==> src/rtl/id_hazard_scoreboard.sv <==
// ---------------------------------------------------------------------------
// id_hazard_scoreboard
//
// Issue scheduler for the instruction-decode stage. It tracks register-file
// writes that have issued from ID but have not yet reached WB. Each
// architectural register 1..31 has a small counter of outstanding writes.
// ID is stalled when:
//   - a source register still has a write outstanding (RAW hazard), or
//   - the destination's counter is already at MAX_INFLIGHT.
// Register 0 is hard-wired. It is never pending and never counted.
//
// Optional feature (compile-time macro WB_BYPASS_EN):
//   When WB_BYPASS_EN is defined, the register file is write-through. A
//   source whose last outstanding write is retiring in WB this very cycle is
//   not a hazard, so the consumer issues in the WB cycle.
//   When WB_BYPASS_EN is undefined, the hazard holds through the WB cycle.
//
// Parameters:
//   MAX_INFLIGHT  max outstanding writes per register
//   PERF_W        width of the saturating stall-cycle counter
//
// Ports:
//   clk            rising-edge clock
//   reset          asynchronous reset, active low (0 = reset)
//   id_valid       valid instruction present in ID
//   id_rs, id_rt   source registers
//   id_uses_rs/rt  instruction actually reads rs / rt
//   id_writes      instruction writes a register
//   id_dst         destination register
//   id_kill        squash the ID instruction this cycle
//   wb_valid       register-file write this cycle
//   wb_reg         register written at WB
//   stall          hold PC and IF/ID this cycle
//   issue          ID instruction advances to EX this cycle
//   hazard_rs/rt   source blocked by an outstanding write
//   pending_cnt    total outstanding writes across all registers
//   stall_cycles   saturating count of stalled cycles
//   err_underflow  sticky: WB seen for a register with nothing pending
// ---------------------------------------------------------------------------
module id_hazard_scoreboard #(
  parameter int MAX_INFLIGHT = 3,
  parameter int PERF_W       = 16
) (
  input  logic              clk,
  input  logic              reset,
  input  logic              id_valid,
  input  logic [4:0]        id_rs,
  input  logic [4:0]        id_rt,
  input  logic              id_uses_rs,
  input  logic              id_uses_rt,
  input  logic              id_writes,
  input  logic [4:0]        id_dst,
  input  logic              id_kill,
  input  logic              wb_valid,
  input  logic [4:0]        wb_reg,
  output logic              stall,
  output logic              issue,
  output logic              hazard_rs,
  output logic              hazard_rt,
  output logic [6:0]        pending_cnt,
  output logic [PERF_W-1:0] stall_cycles,
  output logic              err_underflow
);

  localparam int CW = $clog2(MAX_INFLIGHT + 1);
  localparam logic [CW-1:0] CNT_FULL = CW'(MAX_INFLIGHT);
  localparam logic [CW-1:0] CNT_ONE  = CW'(1);

  // Entry 0 exists only so that every 5-bit index is in range. It is reset
  // and never incremented, so it always reads as zero.
  logic [CW-1:0] cnt_q [32];

  logic [CW-1:0] cnt_rs, cnt_rt, cnt_dst, cnt_wb;
  logic          full_dst;
  logic          counted_issue, counted_wb, wb_underflow;
  logic [31:0]   inc_vec, dec_vec;
  logic          bypass_rs, bypass_rt;

  assign cnt_rs  = cnt_q[id_rs];
  assign cnt_rt  = cnt_q[id_rt];
  assign cnt_dst = cnt_q[id_dst];
  assign cnt_wb  = cnt_q[wb_reg];

`ifdef WB_BYPASS_EN
  // The last outstanding write retires in WB this cycle. The write-through
  // register file hands the new value straight to ID.
  assign bypass_rs = wb_valid && (wb_reg == id_rs) && (cnt_rs == CNT_ONE);
  assign bypass_rt = wb_valid && (wb_reg == id_rt) && (cnt_rt == CNT_ONE);
`else
  assign bypass_rs = 1'b0;
  assign bypass_rt = 1'b0;
`endif

  assign hazard_rs = id_valid && id_uses_rs && (id_rs != 5'd0) &&
                     (cnt_rs != '0) && !bypass_rs;
  assign hazard_rt = id_valid && id_uses_rt && (id_rt != 5'd0) &&
                     (cnt_rt != '0) && !bypass_rt;
  assign full_dst  = id_valid && id_writes && (id_dst != 5'd0) &&
                     (cnt_dst == CNT_FULL);

  // A killed instruction is squashed. Stalling it would be pointless.
  assign stall = (hazard_rs || hazard_rt || full_dst) && !id_kill;
  assign issue = id_valid && !stall && !id_kill;

  assign counted_issue = issue && id_writes && (id_dst != 5'd0);
  assign counted_wb    = wb_valid && (wb_reg != 5'd0) && (cnt_wb != '0);
  assign wb_underflow  = wb_valid && (wb_reg != 5'd0) && (cnt_wb == '0);

  // One-hot increment/decrement requests per register.
  always_comb begin
    // NOTE: every signal assigned here gets a default first, so no path can
    // leave it unassigned and infer a latch.
    inc_vec = '0;
    dec_vec = '0;
    if (counted_issue) inc_vec[id_dst] = 1'b1;
    if (counted_wb)    dec_vec[wb_reg] = 1'b1;
  end

  // NOTE: this counter array is explicitly reset. Unlike a data RAM, its
  // contents are control state, and a reset must discard every pending write.
  always_ff @(posedge clk or negedge reset) begin
    if (!reset) begin
      for (int i = 0; i < 32; i++) cnt_q[i] <= '0;
    end else begin
      // The same register increments and decrements on one edge: net unchanged.
      for (int i = 1; i < 32; i++) begin
        if (inc_vec[i] && !dec_vec[i])
          // NOTE: sequential state uses non-blocking assignments only. This
          // lets every register sample pre-edge values, whatever the order.
          cnt_q[i] <= cnt_q[i] + CNT_ONE;
        else if (dec_vec[i] && !inc_vec[i])
          cnt_q[i] <= cnt_q[i] - CNT_ONE;
      end
    end
  end

  always_ff @(posedge clk or negedge reset) begin
    if (!reset) begin
      pending_cnt   <= '0;
      stall_cycles  <= '0;
      err_underflow <= 1'b0;
    end else begin
      case ({counted_issue, counted_wb})
        2'b10:   pending_cnt <= pending_cnt + 7'd1;
        2'b01:   pending_cnt <= pending_cnt - 7'd1;
        default: pending_cnt <= pending_cnt;
      endcase
      if (stall && (stall_cycles != '1))
        stall_cycles <= stall_cycles + PERF_W'(1);
      if (wb_underflow)
        err_underflow <= 1'b1;
    end
  end

endmodule

==> config.mk <==
export PLATFORM = sky130hd
export DESIGN_NAME = id_hazard_scoreboard
export DESIGN_NICKNAME = d
export VERILOG_FILES = /design/src/rtl/id_hazard_scoreboard.sv
export SDC_FILE = /design/constraint.sdc
export NUM_CORES = 1
export LEC_CHECK = 0
export ABC_CLOCK_PERIOD_IN_PS = 4000
export CAP_MARGIN = 15
export CORE_ASPECT_RATIO = 0.75
export CORE_UTILIZATION = 50
export DETAILED_ROUTE_END_ITERATION = 8
export GPL_ROUTABILITY_DRIVEN = 1
export PLACE_DENSITY_LB_ADDON = 0.15
export SLEW_MARGIN = 30
export SYNTH_ARGS = -nofsm -noshare
export SYNTH_HDL_FRONTEND = slang
export SYNTH_SLANG_ARGS = --single-unit
export TNS_END_PERCENT = 1
==> constraint.sdc <==
create_clock -name clk -period 4 [get_ports clk]
set_clock_uncertainty 0.2 [all_clocks]
set_input_delay 0.6 -clock clk [delete_from_list [all_inputs] [get_ports clk]]
set_output_delay 0.6 -clock clk [all_outputs]
set_load 0.05 [all_outputs]
; Word-level counts from Yosys, hierarchy flattened
; Index checks and enable logic that the tools add are counted.
[word_totals]
wordCells = 384
ff_bits = 86
in_bits = 28
output_inout_bits = 28
[op_classes]
n_bitwise = 4
n_eq_ne = 4
reduce_logical = 188
n_lt_le_gt_ge = 8
muxes = 81
addsub = 65
[op_table]
columns = cell, n
row1 = 2-to-1 mux 2 bit, 70
row2 = logical AND 1 bit, 82
row3 = nonzero test 2 bit, 35
row4 = zero test 1 bit, 64
row5 = 2-to-1 mux 32 bit, 2
row6 = "adder 2 x 1 -> 2 bit, second input constant", 31
row7 = "subtractor 2 x 1 -> 2 bit, second input constant", 31
row8 = binary-select mux 2 bit (select 5 bit), 4
row9 = "greater-or-equal comparator 6 bit, second input constant", 4
row10 = NOT 5 -> 6 bit, 4
row11 = nonzero test 5 bit, 4
row12 = "adder 16 x 1 -> 16 bit, second input constant", 1
row13 = "!= test 16 bit, second input constant", 1
row14 = one-hot mux 7 bit (2 select lines), 1
row15 = "< comparator 5 x 6 -> 1 bit, second input constant", 2
row16 = demux 1 bit (select 5 bit), 2
row17 = "greater-or-equal comparator 5 x 1 -> 1 bit, second input constant", 2
row18 = "adder 7 x 1 -> 7 bit, second input constant", 1
row19 = "subtractor 7 x 1 -> 7 bit, second input constant", 1
row20 = "equality test 2 bit, second input constant", 2
row21 = "equality test 2 x 1 -> 1 bit, second input constant", 1
row22 = zero test 2 bit, 1
row23 = logical OR 1 bit, 2
row24 = 2-to-1 mux 1 bit, 2

; Logic depth before layout (Yosys ltp)
; Gate-level depths: netlist of the first run.
[depth]
ltp_word = 19
ltp_mapped = 20
depth_no_buf = 17

; Least setup slack after synthesis of the first run
; No wires, ideal clock.
[synth_path]
kind = input -> register
start = input port id_rs[0]
end = register pending_cnt[6]
arrival_ps = 4857
path_slack_ps = -1200
required_ps = 3657
setup_ps = 143
cell_stages = 18
n_path_buf = 1
cell_sequence = inv_2 -> mux4_2 -> a221oi_1 -> a31oi_1 -> o31ai_1 -> or4_4 -> buf_6 -> or2_2 -> ha_1 -> ha_1 -> a21oi_1 -> nor2_1 -> nor2_1 -> o21bai_1 -> a21oi_1 -> xor2_1 -> nor2_1 -> xor2_1
[synth_via]
elab_chain_cells = 16
word_cells_on_any_way = 20
classes_between = 2 x eq/ne / 4 x mux / 1 x bitwise / 13 x reduce/logical
[synth_lines]
columns = item, line
row1 = "start, declared", 47  ; input logic [4:0] id_rs,
row2 = NOT 5 -> 6 bit (not written as such), 79  ; assign cnt_rs = cnt_q[id_rs];
row3 = binary-select mux 2 bit (select 5 bit), 79
row4 = 2-to-1 mux 2 bit (not written as such) (2 in a row), 79
row5 = nonzero test 2 bit, 95  ; (cnt_rs != '0) && !bypass_rs;
row6 = logical AND 1 bit *, 94  ; assign hazard_rs = id_valid && id_uses_rs && (id_rs != 5'd0) &&
row7 = named net hazard_rs, 58  ; output logic hazard_rs,
row8 = logical OR 1 bit * (2 in a row), 102  ; assign stall = (hazard_rs || hazard_rt || full_dst) && !id_kill;
row9 = logical AND 1 bit *, 102
row10 = zero test 1 bit *, 103  ; assign issue = id_valid && !stall && !id_kill;
row11 = logical AND 1 bit * (2 in a row), 103
row12 = logical AND 1 bit * (2 in a row), 105  ; assign counted_issue = issue && id_writes && (id_dst != 5'd0);
row13 = equality test 2 x 1 -> 1 bit / equality test 2 bit (equally long branches), 143  ; case ({counted_issue, counted_wb})
row14 = one-hot mux 7 bit (2 select lines) / nonzero test 2 bit (equally long branches), n/a
row15 = "end signal, assigned", 144  ; 2'b10: pending_cnt <= pending_cnt + 7'd1;
row16 = "end signal, assigned", 145  ; 2'b01: pending_cnt <= pending_cnt - 7'd1;
row17 = "end signal, assigned", 146  ; default: pending_cnt <= pending_cnt;
row18 = "end, declared", 60  ; output logic [6:0] pending_cnt,
; The timed path passes the listed nets; every way through them passes the cells marked *. The select of a mux whose other input is x is not followed.
; A chain may end at the register's enable or synchronous reset.

; Worst setup path after layout of the first run
[layout_path]
start = input port id_dst[0]
end = register pending_cnt[6]
[layout_via]
elab_chain_cells = 15
word_cells_on_any_way = 19
classes_between = 3 x eq/ne / 4 x mux / 1 x bitwise / 11 x reduce/logical
[layout_lines]
columns = item, line
row1 = "start, declared", 52  ; input logic [4:0] id_dst,
row2 = NOT 5 -> 6 bit (not written as such), 81  ; assign cnt_dst = cnt_q[id_dst];
row3 = binary-select mux 2 bit (select 5 bit), 81
row4 = 2-to-1 mux 2 bit (not written as such) (2 in a row), 81
row5 = equality test 2 bit, 99  ; (cnt_dst == CNT_FULL);
row6 = logical AND 1 bit, 98  ; assign full_dst = id_valid && id_writes && (id_dst != 5'd0) &&
row7 = logical OR 1 bit, 102
row8 = logical AND 1 bit, 102
row9 = zero test 1 bit, 103
row10 = logical AND 1 bit (2 in a row), 103
row11 = logical AND 1 bit, 105
row12 = logical AND 1 bit *, 105
row13 = equality test 2 x 1 -> 1 bit / equality test 2 bit (equally long branches), 143
row14 = one-hot mux 7 bit (2 select lines) / nonzero test 2 bit (equally long branches), n/a
; Every way passes the cells marked *; elsewhere a longest branch is shown, timed or not. The select of a mux whose other input is x is not followed.

==> results.sh, run 1 <==
export IMPL_crit_path_max_fanout=7
export IMPL_synth_compound_area_frac=0.0665
export IMPL_row_count=35
export IMPL_regToRegEndpoint="pending_cnt[6]"
export IMPL_synth_top_family_by_area="simple AND/OR/NAND/NOR gates"
export IMPL_drt_vias_per_instance=5.82
export IMPL_path_delay_family="simple AND/OR/NAND/NOR gates"
export IMPL_layout_commonest_cell="sky130_fd_sc_hd__buf_4"
export IMPL_final_net_count=906
export IMPL_synth_warnings=2
export IMPL_p_int_mw=3.28
export IMPL_synth_nets=709
export IMPL_drtAntennaViolNets=0
export IMPL_timing_critical_path_arrival_ns=4.12
export IMPL_adder_and_majority_cell_fraction_of_the_synthesized_area=0.0775
export IMPL_die_area_sq_um=13200
export IMPL_clock_tree_root_driver_cell="sky130_fd_sc_hd__clkbuf_16"
export IMPL_max_clock_freq_mhz=244
export IMPL_final_critical_path_setup_slack_ns=-0.0919
export IMPL_grt_antenna_before_repair=1
export IMPL_yosysUniqueCellTypes=61
export IMPL_cts_buffer_depth=2
export IMPL_power_density_nw_per_um2=622
export IMPL_setup_viol=2
export IMPL_final_hold_viol_count=0
export IMPL_synthCells=642
export IMPL_p_switching_mw=2.23
export IMPL_cellLeakagePower_nw=4.14
export IMPL_portion_of_the_post_synthesis_area_used_by_sequential_elements=0.337
export IMPL_gr_total_overflow=0
export IMPL_dpl_cell_area_sq_um=8270
export IMPL_final_min_clock_period_ns=4.09
export IMPL_grt_max_degree=65
export IMPL_clock_sink_count=86
export IMPL_drc_violations_left=0
export IMPL_largest_stage_delay_on_the_critical_path_ns=0.54
export IMPL_worst_r2r_startpoint="cnt_q[10]"
export IMPL_hold_path_class="in2async"
export IMPL_gp_routability_congestion=0.995
export IMPL_critPathKind="in2reg"
export IMPL_async_s_r_ff_share_synth=1.00
export IMPL_floorplan_die_width_microns=133
export IMPL_post_route_cell_area_sq_um=8870
export IMPL_ys_ff_latch=86
export IMPL_clkTransAtPathRegs_ns=0.06
export IMPL_timing_max_transition_violations_final=0
export IMPL_cts_tree="done"
export IMPL_power_switching_share=0.405
export IMPL_report_power_total_mw=5.52
export IMPL_finalCritPeriodShare=1.02
export IMPL_grt_util_all_layers=0.322
export IMPL_avg_wl_per_cell_microns=20.1
export IMPL_synth_edff_count=0
export IMPL_power_clock_fraction=0.142
export IMPL_grt_pass1_vias=5901
export IMPL_num_fill_cells=936
export IMPL_ys_dominant_reg_cell="sky130_fd_sc_hd__dfrtp_1"
export IMPL_slew_headroom=0.390
export IMPL_setup_worst_path_start_class="input port"
export IMPL_cts_htree_levels=3
export IMPL_status="finished, violations left"
export IMPL_crit_slowest_cell="sky130_fd_sc_hd__or4_4"
export IMPL_violations="setup timing"
export IMPL_first_pass_grt_wire_length_microns=32400
export IMPL_worst_path_buf_inv=4
export IMPL_core_area_sq_um=12400
export IMPL_worst_hold_margin_ns=0.148
export IMPL_critical_path_required_time_ns=4.03
export IMPL_fraction_of_synthesized_cell_area_in_xor_and_xnor_cells=0.158
export IMPL_routed_wl_microns=20200
export IMPL_drive_gt1_frac=0.302
export IMPL_initial_utilization=0.516
export IMPL_i_o_pin_cnt=56
export IMPL_drt_initial_drc_count=524
export IMPL_detailedRoute_firstPassIterationCount=5
export IMPL_total_of_max_cap_violations=0
export IMPL_worst_skew_pair_late_latency_ns=0.35
export IMPL_ff2ff_path_depth=17
export IMPL_muxShareOfSynthArea=0.133
export IMPL_post_synth_and_or_nand_nor_area_fraction=0.195
export IMPL_syn_avg_cell_area_sq_um=9.96
export IMPL_end_kind="register"
export IMPL_transition_time_at_the_pin_with_the_least_slew_margin_ns=0.902
export IMPL_hpwlAfterDp_microns=15000
export IMPL_die_h_microns=99.9
export IMPL_vias=5877
export IMPL_cp_cell_sequence="buf_12, buf_12, buf_12, buf_6, mux2i_4, o31ai_2, a32o_2, o21a_1, or4_4, or2_4, ha_4, fa_2, a21oi_2, nor2_1, nor2_1, o21bai_1, a21oi_1, xor2_1, nor2_1, xor2_1"
export IMPL_port_buffer_count=55
export IMPL_pwr_share_seq=0.286
export IMPL_cts_buffers_inserted=9
export IMPL_area_growth_synth_to_final_pct=38.7
export IMPL_reg_to_reg_slack_setup_ns=-0.05
export IMPL_rsz0062_at_grt="true"
export IMPL_synthesis_area_sq_um=6390
export IMPL_antenna_cells=0
export IMPL_power_ir_vdd_worst_uv=480
export IMPL_combinationalPowerShare=0.572
export IMPL_layout_common_cells="sky130_fd_sc_hd__buf_4, sky130_fd_sc_hd__dfrtp_1, sky130_fd_sc_hd__nor2_1"
## cell families after synthesis
| family | Yosys count |
|---|---|
| AOI/OAI and AO/OA | 58 |
| xor gates and xnor gates | 115 |
| adders and majority gates | 39 |
| buffers and inverters | 42 |
| and+or+nand+nor | 245 |
| DFF | 86 |
| muxes | 57 |
## Yosys cell counts, types with 3 or more instances
library cell / instances / area share
sky130_fd_sc_hd__buf_1: 4 / 0.0023
sky130_fd_sc_hd__o21ai_0: 7 / 0.0055
sky130_fd_sc_hd__dfrtp_1: 86 / 0.34
sky130_fd_sc_hd__nor2_1: 71 / 0.042
sky130_fd_sc_hd__nor4_1: 11 / 0.011
sky130_fd_sc_hd__nand2b_1: 7 / 0.0068
sky130_fd_sc_hd__or2_2: 4 / 0.0039
sky130_fd_sc_hd__clkbuf_1: 5 / 0.0029
sky130_fd_sc_hd__xor2_1: 69 / 0.095
sky130_fd_sc_hd__and3_1: 12 / 0.012
sky130_fd_sc_hd__o32ai_1: 3 / 0.0041
sky130_fd_sc_hd__mux2_2: 4 / 0.0070
sky130_fd_sc_hd__buf_6: 5 / 0.0088
sky130_fd_sc_hd__a21oi_1: 6 / 0.0047
sky130_fd_sc_hd__ha_1: 38 / 0.074
sky130_fd_sc_hd__nand3_1: 11 / 0.0086
sky130_fd_sc_hd__mux4_2: 15 / 0.053
sky130_fd_sc_hd__o31ai_1: 5 / 0.0059
sky130_fd_sc_hd__inv_1: 11 / 0.0065
sky130_fd_sc_hd__nor2_2: 6 / 0.0059
sky130_fd_sc_hd__o221ai_1: 6 / 0.0082
sky130_fd_sc_hd__nand4_1: 3 / 0.0029
sky130_fd_sc_hd__buf_2: 11 / 0.0086
sky130_fd_sc_hd__or3b_2: 5 / 0.0068
sky130_fd_sc_hd__nor3b_1: 8 / 0.0094
sky130_fd_sc_hd__nor3_1: 23 / 0.018
sky130_fd_sc_hd__or3_1: 6 / 0.0059
sky130_fd_sc_hd__mux2i_1: 32 / 0.050
sky130_fd_sc_hd__o22ai_1: 8 / 0.0078
sky130_fd_sc_hd__nand2_1: 57 / 0.033
sky130_fd_sc_hd__nand3b_1: 7 / 0.0082
sky130_fd_sc_hd__inv_2: 4 / 0.0023
sky130_fd_sc_hd__xnor2_1: 46 / 0.063
sky130_fd_sc_hd__mux4_1: 5 / 0.021
sky130_fd_sc_hd__nor4b_1: 3 / 0.0041
## per-layer routing
layer | vias to the layer above | track usage | part of all wire | wire, microns
met2 | 287 | 0.483 | 0.44 | 8820
met4 | 0 | 0.102 | 0.018 | 368
li1 | 2691 | - | - | -
met3 | 36 | 0.0818 | 0.11 | 2130
met5 | - | 0 | 0 | 0
met1 | 2863 | 0.458 | 0.44 | 8920
## what timing repair did
item                       CTS  global route
resized for setup           32            22
buffers inserted             6             6
setup endpoints to repair   13             6
pin swaps                   17            19
cloned                       2             1
hold buffers                 0             0
## metrics by stage
stage                     instances  worst slack [ns]  utilization  setup TNS [ns]
after global routing           1009            -0.269        0.715          -0.562
after CTS                      1002           -0.0431        0.702         -0.0750
after detailed placement        979            -0.747        0.668          -10.45
final                          1009           -0.0919        0.715          -0.108
after floorplan                 642            -0.304            -          -0.602
after global placement          979            -0.767        0.668          -10.62
## final cells by class
cell class                      instances  area [sq um]  area share
Clock buffer                           10           229      0.0258
Clock inverter                          5          35.0     0.00395
Inverter                               15          58.8     0.00663
Multi-Input combinational cell        514          4220       0.475
Sequential cell                        86          2150       0.243
Tap cell                              166           208      0.0234
Timing Repair Buffer                  213          1970       0.222
## worst max path at each step
stage               startpoint              to  slack (ns)  cells after the start
detailed placement    id_rt[1]  pending_cnt[6]       -0.75                     19
global route         id_dst[0]  pending_cnt[6]       -0.27                     21
global placement      id_rt[1]  pending_cnt[6]       -0.77                     19
floorplan            id_dst[0]  pending_cnt[6]       -0.30                     20
CTS                   id_rt[3]           issue       -0.04                     10
finish               id_dst[0]  pending_cnt[6]       -0.09                     20
## power by group through the flow
stage,clock [mW],combinational (mW),sequential [mW]
final,0.783,3.15,1.58
after global routing,0.828,3.37,1.63
after CTS,0.799,3.06,1.56
after detailed placement,0,3.00,1.56
after global placement,0,2.94,1.54
after floorplan,0,1.28,1.77
## flip-flops by register name, summed over array words and instances, names as in the netlist
name and flops:
err_underflow 1, pending_cnt 7, stall_cycles 16, cnt_q 62
## worst reg2reg max path: cells and delay by family (launching register included)
family	cells	cell delay, ns
simple gates	5	1.05
compound gates	6	1.00
fa+ha+maj	2	0.54
flops	1	0.38
mux	1	0.32
xor+xnor	2	0.30
buf+inv	1	0.15
Note: power is estimated with default switching activity, not from simulation.
==> run 2, diff against run 1 <==
- SLEW_MARGIN: 30 -> not set
==> results of run 2 <==
No change in the layout: final DEF, timing and power equal those of run 1.
==> run 3, diff against run 2 <==
- ABC_CLOCK_PERIOD_IN_PS: 4000 -> 5200
- clock period: 4 -> 5.2 ns (I/O delays scaled with it)
==> run 3 against run 2 <==
  * Final area decreased by 15%
  * First-iteration DRC count decreased by 8.6%
  * Register-to-register slack improved by 0.84 ns
  * Total power decreased by 35%
  * Sequential power decreased by 18%
  * Combinational power decreased by 49%
  * Global-route usage decreased by 4.2 points
  * Non-clock buffer count decreased by 130
  * Flip-flop and latch count unchanged
  * Via count decreased by 11%
  * Highest routed layer unchanged
  * Sequential share of layout area increased by 4.3 points
  * The run now ends clean
==> results.sh, run 3 (synthesis results as in run 1) <==
export IMPL_cts_buffer_depth=2
export IMPL_final_min_clock_period_ns=4.90
export IMPL_grt_pass1_vias=5097
export IMPL_slew_headroom=0.257
export IMPL_power_density_nw_per_um2=474
export IMPL_vias=5248
export IMPL_max_clock_freq_mhz=204
export IMPL_critical_path_required_time_ns=5.23
export IMPL_hold_path_class="in2async"
export IMPL_path_delay_family="simple AND/OR/NAND/NOR gates"
export IMPL_grt_util_met3=0.0571
export IMPL_cts_htree_levels=3
export IMPL_port_buffer_count=55
export IMPL_worst_skew_pair_late_latency_ns=0.34
export IMPL_fin_setup_tns_ns=0
export IMPL_dpl_cell_area_sq_um=7240
export IMPL_grt_busiest_layer="met1"
export IMPL_met2_track_usage_gr=0.408
export IMPL_total_of_max_cap_violations=0
export IMPL_critical_path_s_most_frequent_cell="sky130_fd_sc_hd__nor2_1"
export IMPL_floorplan_die_width_microns=133
export IMPL_end_kind="register"
export IMPL_post_route_cell_area_sq_um=7540
export IMPL_core_area_sq_um=12400
export IMPL_gr_total_overflow=0
export IMPL_area_growth_synth_to_final_pct=17.9
export IMPL_post_cts_repair_setup_buffers=0
export IMPL_cellLeakagePower_nw=3.40
export IMPL_clock_sink_count=86
export IMPL_drtAntennaViolNets=0
export IMPL_drt_initial_drc_count=479
export IMPL_timing_critical_path_arrival_ns=4.93
export IMPL_layout_commonest_cell="sky130_fd_sc_hd__dfrtp_1"
export IMPL_drc_violations_left=0
export IMPL_drive_gt1_frac=0.132
export IMPL_layout_common_cells="sky130_fd_sc_hd__dfrtp_1, sky130_fd_sc_hd__nor2_1, sky130_fd_sc_hd__xor2_1"
export IMPL_detailedRoute_firstPassIterationCount=4
export IMPL_timing_max_transition_violations_final=0
export IMPL_clock_tree_root_driver_cell="sky130_fd_sc_hd__clkbuf_16"
export IMPL_largest_stage_delay_on_the_critical_path_ns=0.57
export IMPL_status="complete, no violations"
export IMPL_worstSetupPathDepth=18
export IMPL_crit_path_max_fanout=8
export IMPL_transition_time_at_the_pin_with_the_least_slew_margin_ns=1.10
export IMPL_grt_antenna_before_repair=0
export IMPL_critPathKind="in2reg"
export IMPL_hpwlAfterDp_microns=13500
export IMPL_reg_to_reg_slack_setup_ns=0.79
export IMPL_worst_path_buf_inv=2
export IMPL_top_register="cnt_q"
export IMPL_setup_worst_path_start_class="input port"
export IMPL_die_h_microns=99.9
export IMPL_grt_util_all_layers=0.280
export IMPL_final_hold_viol_count=0
export IMPL_drt_vias_per_instance=5.96
export IMPL_post_cts_resized=0
export IMPL_routed_wl_microns=17800
export IMPL_initial_utilization=0.516
export IMPL_final_critical_path_setup_slack_ns=0.297
export IMPL_cp_cell_sequence="clkdlybuf4s50_1, inv_2, mux4_1, nand2_1, a311oi_1, nor3_2, or4_4, or2_2, ha_1, fa_1, a21oi_1, nor2_1, nor2_1, o21bai_1, a21oi_1, xor2_1, nor2_1, xor2_1"
export IMPL_cts_buffers_inserted=9
export IMPL_ff2ff_path_depth=17
export IMPL_antenna_cells=0
export IMPL_finish_utilization=0.608
export IMPL_setup_viol=0
export IMPL_finalCritPeriodShare=0.943
export IMPL_avg_wl_per_cell_microns=20.2
export IMPL_first_pass_grt_wire_length_microns=28100
export IMPL_row_count=35
export IMPL_globalRouteMet1Util=0.417
export IMPL_top_regs="cnt_q x62, stall_cycles x16, pending_cnt x7"
export IMPL_die_area_sq_um=13200
export IMPL_i_o_pin_cnt=56
export IMPL_max_reg_flops=62
export IMPL_place_ws_ns=-0.0491
export IMPL_clkTransAtPathRegs_ns=0.06
export IMPL_gp_routability_congestion=0.968
export IMPL_power_ir_vdd_worst_uv=249
export IMPL_cts_hold_repair_buffers=0
export IMPL_grt_max_degree=58
export IMPL_crit_slowest_cell="sky130_fd_sc_hd__clkdlybuf4s50_1"
export IMPL_rsz0062_at_grt="false"
export IMPL_cts_tree="done"
export IMPL_final_net_count=776
==> run 3: changes by cell type in the layout (fill, tap and decap cells not counted), moves of 2 or more <==
cell / previous run / this run
sky130_fd_sc_hd__clkdlybuf4s50_1: 39 / 51
sky130_fd_sc_hd__buf_4: 144 / 28
sky130_fd_sc_hd__mux2i_2: 4 / 0
sky130_fd_sc_hd__dlygate4sd2_1: 6 / 0
sky130_fd_sc_hd__buf_12: 15 / 3
sky130_fd_sc_hd__clkinv_4: 1 / 3
sky130_fd_sc_hd__buf_6: 2 / 0
sky130_fd_sc_hd__clkdlybuf4s15_2: 2 / 0
sky130_fd_sc_hd__nor3_4: 2 / 0
sky130_fd_sc_hd__nor3_1: 20 / 22
sky130_fd_sc_hd__bufbuf_16: 2 / 0
sky130_fd_sc_hd__mux2i_1: 24 / 32
sky130_fd_sc_hd__mux2i_4: 4 / 0
==> run 3: layout make-up <==
type                    instances  area [sq um]
multi-input cells             514          4040
flip-flops and latches         86          2150
well taps                     166           208
repair buffers                 83           786
inverters                      15          56.3
fillers                      1060          4860
clock inverters                 6          70.1
clock buffers                  10           229
==> run 3: path summary, 6_finish.rpt <==
path	endpoint	from
worst max-delay path	pending_cnt[6]	id_rt[2]
worst min-delay path	pending_cnt[0]	reset
worst max register to register	pending_cnt[6]	cnt_q[14]
worst min register to register	err_underflow	err_underflow
max in group asynchronous	cnt_q[50]	reset
min in group clk	err_underflow	err_underflow
==> run 3: metrics by stage <==
step / hold WS [ns] / cells / power, mW
global placement: 0.252 / 864 / 2.85
CTS: 0.160 / 880 / 3.56
detailed placement: 0.260 / 864 / 2.88
floorplan: 0.263 / 642 / 2.33
global route: 0.179 / 880 / 3.76
finish: 0.151 / 880 / 3.57
==> run 3: power breakdown <==
| group | switching, mW | internal (mW) |
|---|---|---|
| registers | 0.358 | 0.946 |
| clock network | 0.289 | 0.376 |
| logic | 0.875 | 0.729 |
| total | 1.52 | 2.05 |
==> run 3: per-layer routing <==
layer / routed length, microns / vias to the layer above
li1: - / 2422
met1: 8310 / 2592
met2: 7590 / 212
met3: 1530 / 22
met4: 337 / 0
met5: 0 / -
